File: src/rtl/pll_reset_sequencer.sv
// pll_reset_sequencer: staged reset generator on the PLL output clock.
// Brings up the SDRAM controller first and then the CPU/system. Before
// releasing anything it waits for a stable PLL lock and the SDRAM power-up
// delay, then waits for the SDRAM controller to report that init is done.
// Any loss of lock restarts the whole sequence from the beginning.
module pll_reset_sequencer #(
  parameter int LOCK_SYNC_STAGES    = 2,
  parameter int STABLE_CYCLES       = 1024,
  parameter int POWERUP_CYCLES      = 13200,
  parameter int INIT_TIMEOUT_CYCLES = 65535,
  parameter int CNT_WIDTH           = 17
) (
  input  logic       clk,
  input  logic       rst,
  input  logic       pll_lock,
  input  logic       sdram_init_done,
  output logic       sdram_rst,
  output logic       sys_rst,
  output logic       ready,
  output logic [7:0] lock_loss_count,
  output logic       timeout_err
);

  typedef enum logic [2:0] {
    WAIT_LOCK,
    STABILIZE,
    POWERUP,
    SDRAM_INIT,
    RUN
  } state_t;

  // Terminal value of the shared counter in each timed state.
  localparam logic [CNT_WIDTH-1:0] STABLE_LAST  = CNT_WIDTH'(STABLE_CYCLES - 1);
  localparam logic [CNT_WIDTH-1:0] POWERUP_LAST = CNT_WIDTH'(POWERUP_CYCLES - 1);
  localparam logic [CNT_WIDTH-1:0] INIT_LAST    = CNT_WIDTH'(INIT_TIMEOUT_CYCLES - 1);

  // Parameter sanity: every cycle count must fit in the shared counter.
  localparam longint CNT_CAP   = longint'(1) << CNT_WIDTH;
  localparam bit     PARAMS_OK = (LOCK_SYNC_STAGES >= 2) && (STABLE_CYCLES >= 1) &&
                                 (POWERUP_CYCLES >= 1) && (INIT_TIMEOUT_CYCLES >= 1);
  localparam bit     CNT_FITS  = (longint'(STABLE_CYCLES) < CNT_CAP) &&
                                 (longint'(POWERUP_CYCLES) < CNT_CAP) &&
                                 (longint'(INIT_TIMEOUT_CYCLES) < CNT_CAP);

  state_t                      state;
  logic [LOCK_SYNC_STAGES-1:0] lock_sync;
  logic                        lock_s;
  logic [CNT_WIDTH-1:0]        cnt;

  // Flags illegal parameter sets in simulation.
  assert property (@(posedge clk) PARAMS_OK && CNT_FITS)
    else $error("pll_reset_sequencer: illegal parameters or CNT_WIDTH too small");

  // Lock synchronizer: the only path from the asynchronous pll_lock into logic.
  // NOTE: state uses non-blocking assignments so every flop samples pre-edge values.
  always_ff @(posedge clk) begin
    if (rst) lock_sync <= '0;
    else     lock_sync <= {lock_sync[LOCK_SYNC_STAGES-2:0], pll_lock};
  end

  assign lock_s = lock_sync[LOCK_SYNC_STAGES-1];

  // Moves to a state and loads the registered outputs for it on the same edge.
  task automatic enter(input state_t s);
    state     <= s;
    sdram_rst <= (s != SDRAM_INIT) && (s != RUN);
    sys_rst   <= (s != RUN);
    ready     <= (s == RUN);
  endtask

  // Sequencer FSM, shared counter, lock-loss counter and sticky timeout flag.
  always_ff @(posedge clk) begin
    if (rst) begin
      state           <= WAIT_LOCK;
      cnt             <= '0;
      sdram_rst       <= 1'b1;
      sys_rst         <= 1'b1;
      ready           <= 1'b0;
      lock_loss_count <= '0;
      timeout_err     <= 1'b0;
    end else begin
      cnt <= cnt + 1'b1;
      if ((state != WAIT_LOCK) && !lock_s) begin
        // Lock loss outranks every other exit, including the timeout.
        enter(WAIT_LOCK);
        cnt <= '0;
        if (lock_loss_count != 8'hFF) lock_loss_count <= lock_loss_count + 8'd1;
      end else begin
        unique case (state)
          WAIT_LOCK: begin
            cnt <= '0;
            if (lock_s) enter(STABILIZE);
          end
          STABILIZE: begin
            if (cnt == STABLE_LAST) begin
              enter(POWERUP);
              cnt <= '0;
            end
          end
          POWERUP: begin
            if (cnt == POWERUP_LAST) begin
              enter(SDRAM_INIT);
              cnt <= '0;
            end
          end
          SDRAM_INIT: begin
            if (sdram_init_done) begin
              enter(RUN);
              cnt <= '0;
            end else if (cnt == INIT_LAST) begin
              timeout_err <= 1'b1;
              enter(WAIT_LOCK);
              cnt <= '0;
            end
          end
          RUN: begin
            // Counter parked at zero so it never wraps while running.
            cnt <= '0;
          end
          default: begin
            enter(WAIT_LOCK);
            cnt <= '0;
          end
        endcase
      end
    end
  end

endmodule

File: config.mk
export PLATFORM = sky130hd
export DESIGN_NAME = pll_reset_sequencer
export DESIGN_NICKNAME = d
export VERILOG_FILES = /design/src/rtl/pll_reset_sequencer.sv
export SDC_FILE = /design/constraint.sdc
export NUM_CORES = 1
export LEC_CHECK = 0
export BUFFER_PORTS_ARGS = -buffer_cell sky130_fd_sc_hd__clkbuf_2
export CORE_MARGIN = 10
export CORE_UTILIZATION = 55
export DETAILED_ROUTE_END_ITERATION = 12
export PLACE_DENSITY = 0.75
export SLEW_MARGIN = 40
export SYNTH_ARGS = -nofsm -noshare
export SYNTH_HDL_FRONTEND = slang
export SYNTH_SLANG_ARGS = --single-unit
File: constraint.sdc
create_clock -name clk -period 4 [get_ports clk]
set_clock_uncertainty 0.2 [all_clocks]
set_input_delay 1.2 -clock clk [delete_from_list [all_inputs] [get_ports clk]]
set_output_delay 1.2 -clock clk [all_outputs]
set_load 0.1 [all_outputs]
==> qor.yml, run 1 <==
critical_path_class: "flip-flop to output port"
power_density_mw_per_mm2: 326
worst_slew_pin_slew_ps: 654
antenna_found_initial: 0
grt_pass1_wl_um: 5590
critPathLaunchType: "flip-flop"
fin_crit_sh_pct: 67.0
crit_buf_inv: 1
status: "finished, final reports clean"
report.final.setup_viol: 0
cp_max_fo: 6
dr.pass1.iters: 4
ctsLongestPathBuffers: 2
vias: 1318
numPortBuffers: 15
ys_async_sr_fraction_pct: 0
grt_max_degree: 18
drive_gt1_share_pct: 13.9
fp-row-count: 19
synth_edf_count: 0
synthFlopType: "dfxtp_1"
core_mm2: 0.00276
grt_pass1_vias: 1314
yosys-top-cells-count: "nor2_1, dfxtp_1, xor2_1"
drt-wirelength-per-cell_um: 13.5
synth_cells: 186
rsz0062_at_grt: "false"
yosysMostFrequentCell: "nor2_1"
cpPeakStageDelay_ps: 500
min-delay-path-class: "flip-flop to flip-flop"
path_delay_family: "buffers and inverters"
worstPathCellList: "clkbuf_2"
critPathSlowestCell: "clkbuf_2"
path_clk_slew_ps: 110
clock_sinks: 34
ys_ff_latch: 34
instances_no_fill: 233
timing_hold_violations_final: 0
holdBufCountCts: 0
final_antenna_net_count: 0
tns_ps: 0
root_buffer: "clkbuf_4"
slew_violations: 0
final_util_pct: 63.1
cts_tree: "done"
vdd_drop_max_v: 0.000324
h-tree-depth: 2
syn2layout_area_growth_pct: 8.85
ys_seq_area_share_pct: 42.6
synth.area.top_cells: "dfxtp_1, nor2_1, xor2_1"
route.detailed.drc: 0
pin_count: 16
initial_utilization_pct: 57.9
die_w_um: 73.9
postCtsSetupBuffers: 0
ff2ff_setup_slack_ps: 1340
nets: 208
endpoint_kind: "output port"
gp_congestion: 0.896
cts_buffers: 5
dp_hpwl_um: 2380
synthesis.area_mm2: 0.00160
cts_resized: 0
synth.top_cell.area_share_pct: 42.6
dieArea_mm2: 0.00546
chipHeight_um: 73.9
final.min_clock_period_ps: 2680
synth_nets: 193
max_freq_ghz: 0.373
yosys_warnings: 0
post-place-cells: 225
yosysTopAreaCell: "dfxtp_1"
avgSynthCellArea_um2: 8.59
slew_headroom_pct: 56.4
power_mw: 0.566
grt_usage_pct: 12.7
drv_cap: 0
cp.arrival_ps: 1280
synth.distinct_cells: 38
n_antenna_cell: 0
first_iter_violations: 121
wirelength_um: 3160
avgViaCountPerCell: 5.66
clock_latency_ps: 340
worstPathRequired_ps: 2600
grt-ovfl-total: 0
p_leak_nw: 0.640
[kinds of logic after synthesis]
kind of cell	count (synthesis)	share of synthesized area, %
and+or+nand+nor	93	29.0
DFF	34	42.6
xor gates and xnor gates	22	12.1
AOI/OAI and AO/OA	21	9.87
buffers and inverters	12	3.52
adders and majority gates	3	2.35
muxes	1	0.626
[routing by layer]
| layer | global-route usage (%) | up-vias | part of all wire (%) | routed length, um |
|---|---|---|---|---|
| met2 | 21.3 | 25 | 48 | 1530 |
| li1 | - | 672 | - | - |
| met3 | 2.96 | 3 | 4.3 | 137 |
| met5 | 0 | - | 0 | 0 |
| met1 | 14.5 | 618 | 47 | 1470 |
| met4 | 7.25 | 0 | 0.76 | 24 |
[worst paths after layout]
path                           start                 end  depth (start not counted)
hold reg to reg         lock_sync[0]        lock_sync[1]                          1
setup / recovery  lock_loss_count[3]  lock_loss_count[3]                          1
setup reg to reg              cnt[0]              cnt[6]                          6
hold / removal          lock_sync[0]        lock_sync[1]                          1
[cells in the final DEF (no fill, tap or decap), types with 5 or more instances in the layout]
cell type | Yosys | final
a21oi_1 | 6 | 6
clkbuf_4 | 0 | 5
nor2_1 | 40 | 40
xnor2_1 | 6 | 6
nand2_1 | 10 | 10
xor2_1 | 16 | 16
nand4_1 | 8 | 8
nand3_1 | 10 | 10
and3_1 | 5 | 5
inv_1 | 5 | 5
clkbuf_2 | 0 | 15
dfxtp_1 | 34 | 34
[report_power, final]
part	switching (mW)	internal, mW	leakage [nW]
Combinational	0.0202	0.00834	0.330
Sequential	0.00333	0.341	0.275
Clock	0.108	0.0851	0.0353
Total	0.132	0.434	0.640
[sequential cells by signal (all words and copies together), names as in the netlist]
signal and count:
lock_sync 2, ready 1, timeout_err 1, cnt 17
sys_rst 1, sdram_rst 1, lock_loss_count 8, state 3
[area by class of cell]
type | instances | area, um^2
Multi-Input combinational cell | 140 | 866
Sequential cell | 34 | 681
Clock buffer | 7 | 55.1
Inverter | 5 | 18.8
Timing Repair Buffer | 15 | 75.1
Tap cell | 31 | 38.8
Clock inverter | 1 | 5.00
Fill cell | 249 | 1020
[metrics by stage]
stage | hold slack [ps] | instance area [um^2] | setup WS (ps)
after floorplan | 214 | 1600 | 1330
after global placement | 217 | 1670 | 1330
after detailed placement | 241 | 1680 | 1300
after CTS | 262 | 1740 | 1310
after global routing | 272 | 1740 | 1080
final | 264 | 1740 | 1320
(Power assumes the default switching activity.)
==> inputs of run 2 (changes only) <==
Clock period 4 ns to 2.5 ns, I/O delays scaled along.
==> run 2 against run 1 <==
Net effect: routed wire length increased by 1.1%; cell area increased by 4.2%; critical path depth increased by 4; cell count increased by 1.3%; combinational power increased by 59%; largest power group unchanged; non-clock buffer count increased by 3; register-to-register slack got worse by 1200 ps; first-iteration DRC count decreased by 4.1%; highest routed layer unchanged.
==> qor.yml, run 2 (synthesized netlist as in run 1, its figures left out) <==
final_antenna_net_count: 0  # unchanged
largest_reg_flops: 17  # unchanged
critical_path_class: "flip-flop to flip-flop"
worst_slew_pin_slew_ps: 601  # -53.1 ps
status: "finished, final reports clean"
drt-wirelength-per-cell_um: 13.5  # -0.15%
slew_violations: 0  # unchanged
timing.final.ws_setup_ps: 110  # -1210 ps
clock_sinks: 34  # unchanged
final.min_clock_period_ps: 2390
critPathLaunchType: "flip-flop"
whs_ps: 231  # -32.6 ps
min_path_cells: 1  # unchanged
gp_congestion: 0.887  # -0.96%
root_buffer: "clkbuf_4"
dr.pass1.iters: 4  # unchanged
avgViaCountPerCell: 5.59  # -1.2%
numPortBuffers: 15  # unchanged
initial_utilization_pct: 57.9  # unchanged
drv_cap: 0  # unchanged
grt_max_degree: 18  # unchanged
wirelength_um: 3190  # +1.1%
dp_hpwl_um: 2370  # -0.36%
final_cell_mix: "nor2_1, dfxtp_1, xor2_1"
grt_pass1_vias: 1345  # +2.4%
hold_start: "cnt[0]"
power_density_mw_per_mm2: 534  # +64%
syn2layout_area_growth_pct: 13.4
dieArea_mm2: 0.00546  # unchanged
reg2reg_from: "cnt[10]"
path_clk_slew_ps: 110  # about the same
fp-row-count: 19  # unchanged
worstPathRequired_ps: 2550  # -50 ps
ff2ff_setup_slack_ps: 110  # -1230 ps
ctsLongestPathBuffers: 2  # unchanged
nets: 211  # +1.4%
instances_no_fill: 236  # +1.3%
min-delay-path-class: "flip-flop to flip-flop"
n_antenna_cell: 0  # unchanged
chipHeight_um: 73.9  # unchanged
tns_ps: 0  # unchanged
cp.arrival_ps: 2440  # +1160 ps
antenna_found_initial: 0  # unchanged
cts_tree: "done"
pin_count: 16  # unchanged
vias: 1319  # +0.076%
final_util_pct: 65.7  # +2.6 points
largest-register: "cnt"
max_freq_ghz: 0.418
r2r_end: "state[0]"
first_iter_violations: 116  # -4.1%
drive_gt1_share_pct: 17.1  # +3.2 points
design_area_mm2: 0.00181  # +4.2%
cts_buffers: 5  # unchanged
postCtsSetupBuffers: 0  # unchanged
dp_worst_setup_slack_ps: 92.3  # -1210 ps
timing_hold_violations_final: 0  # unchanged
final_common_cell: "nor2_1"
route.detailed.drc: 0  # unchanged
top_regs: "cnt x17, lock_loss_count x8, state x3"
cp_max_fo: 5  # -1
grt_usage_pct: 12.9  # +0.20 points
fin_crit_sh_pct: 95.6
grt_pass1_wl_um: 5690  # +1.8%
rr_worst_depth: 5  # -1
die_w_um: 73.9  # unchanged
nFillCells: 241  # -3.2%
h-tree-depth: 2  # unchanged
slew_headroom_pct: 59.6  # +3.2 points
post-place-cells: 228  # +1.3%
grt-ovfl-total: 0  # unchanged
power_mw: 0.967  # +71%
clock_latency_ps: 340  # about the same
core_mm2: 0.00276  # unchanged
p_leak_nw: 0.677  # +5.8%
endpoint_kind: "flip-flop"
report.final.setup_viol: 0  # unchanged
placed_cell_area_mm2: 0.00171  # +2.1%
hold_end: "cnt[0]"
vdd_drop_max_v: 0.000430  # +33%
-- run 2: layout make-up --
cell class | count | area, um^2 | area share (%)
Clock buffer | 8 | 78.8 | 4.35
Tap cell | 31 | 38.8 | 2.14
Sequential cell | 34 | 682 | 37.6
Multi-Input combinational cell | 140 | 883 | 48.8
Timing Repair Buffer | 18 | 110 | 6.08
Inverter | 5 | 18.8 | 1.04
-- run 2: what timing repair did --
item                                    in CTS  in global routing
endpoints found under the setup margin       0                 19
gates resized for setup                      0                  3
endpoints found under the hold margin        0                  0
hold buffers                                 0                  0
-- run 2: worst max-delay path, cell delays in order, from the launching register on --
cell     delay (ps)
dfxtp_1         360
or3_1           410
or4b_4          560
o211a_1         260
or2_2           290
o21ba_2         210
-- run 2: worst max path at each step --
stage                       start  cells after the start                  to
5_1_grt                    cnt[1]                      7              cnt[5]
2_1_floorplan  lock_loss_count[0]                      6  lock_loss_count[4]
3_5_place_dp               cnt[0]                      7             cnt[16]
3_3_place_gp               cnt[0]                      7              cnt[6]
6_report                  cnt[10]                      5            state[0]
4_1_cts                    cnt[0]                      7              cnt[4]
-- run 2: layer usage --
metal	share of wire, %	global-route usage (%)	vias to the layer above
met4	2.2	6.42	0
met3	5.5	4.17	7
met2	49	22.3	28
met5	0	0	-
li1	-	-	676
met1	44	13.8	608
-- run 2: report_power, final --
group / total, mW / internal, mW / leakage, nW / switching (mW)
clock: 0.371 / 0.192 / 0.0446 / 0.179
sequential: 0.551 / 0.546 / 0.275 / 0.00526
combinational: 0.0452 / 0.0135 / 0.357 / 0.0317
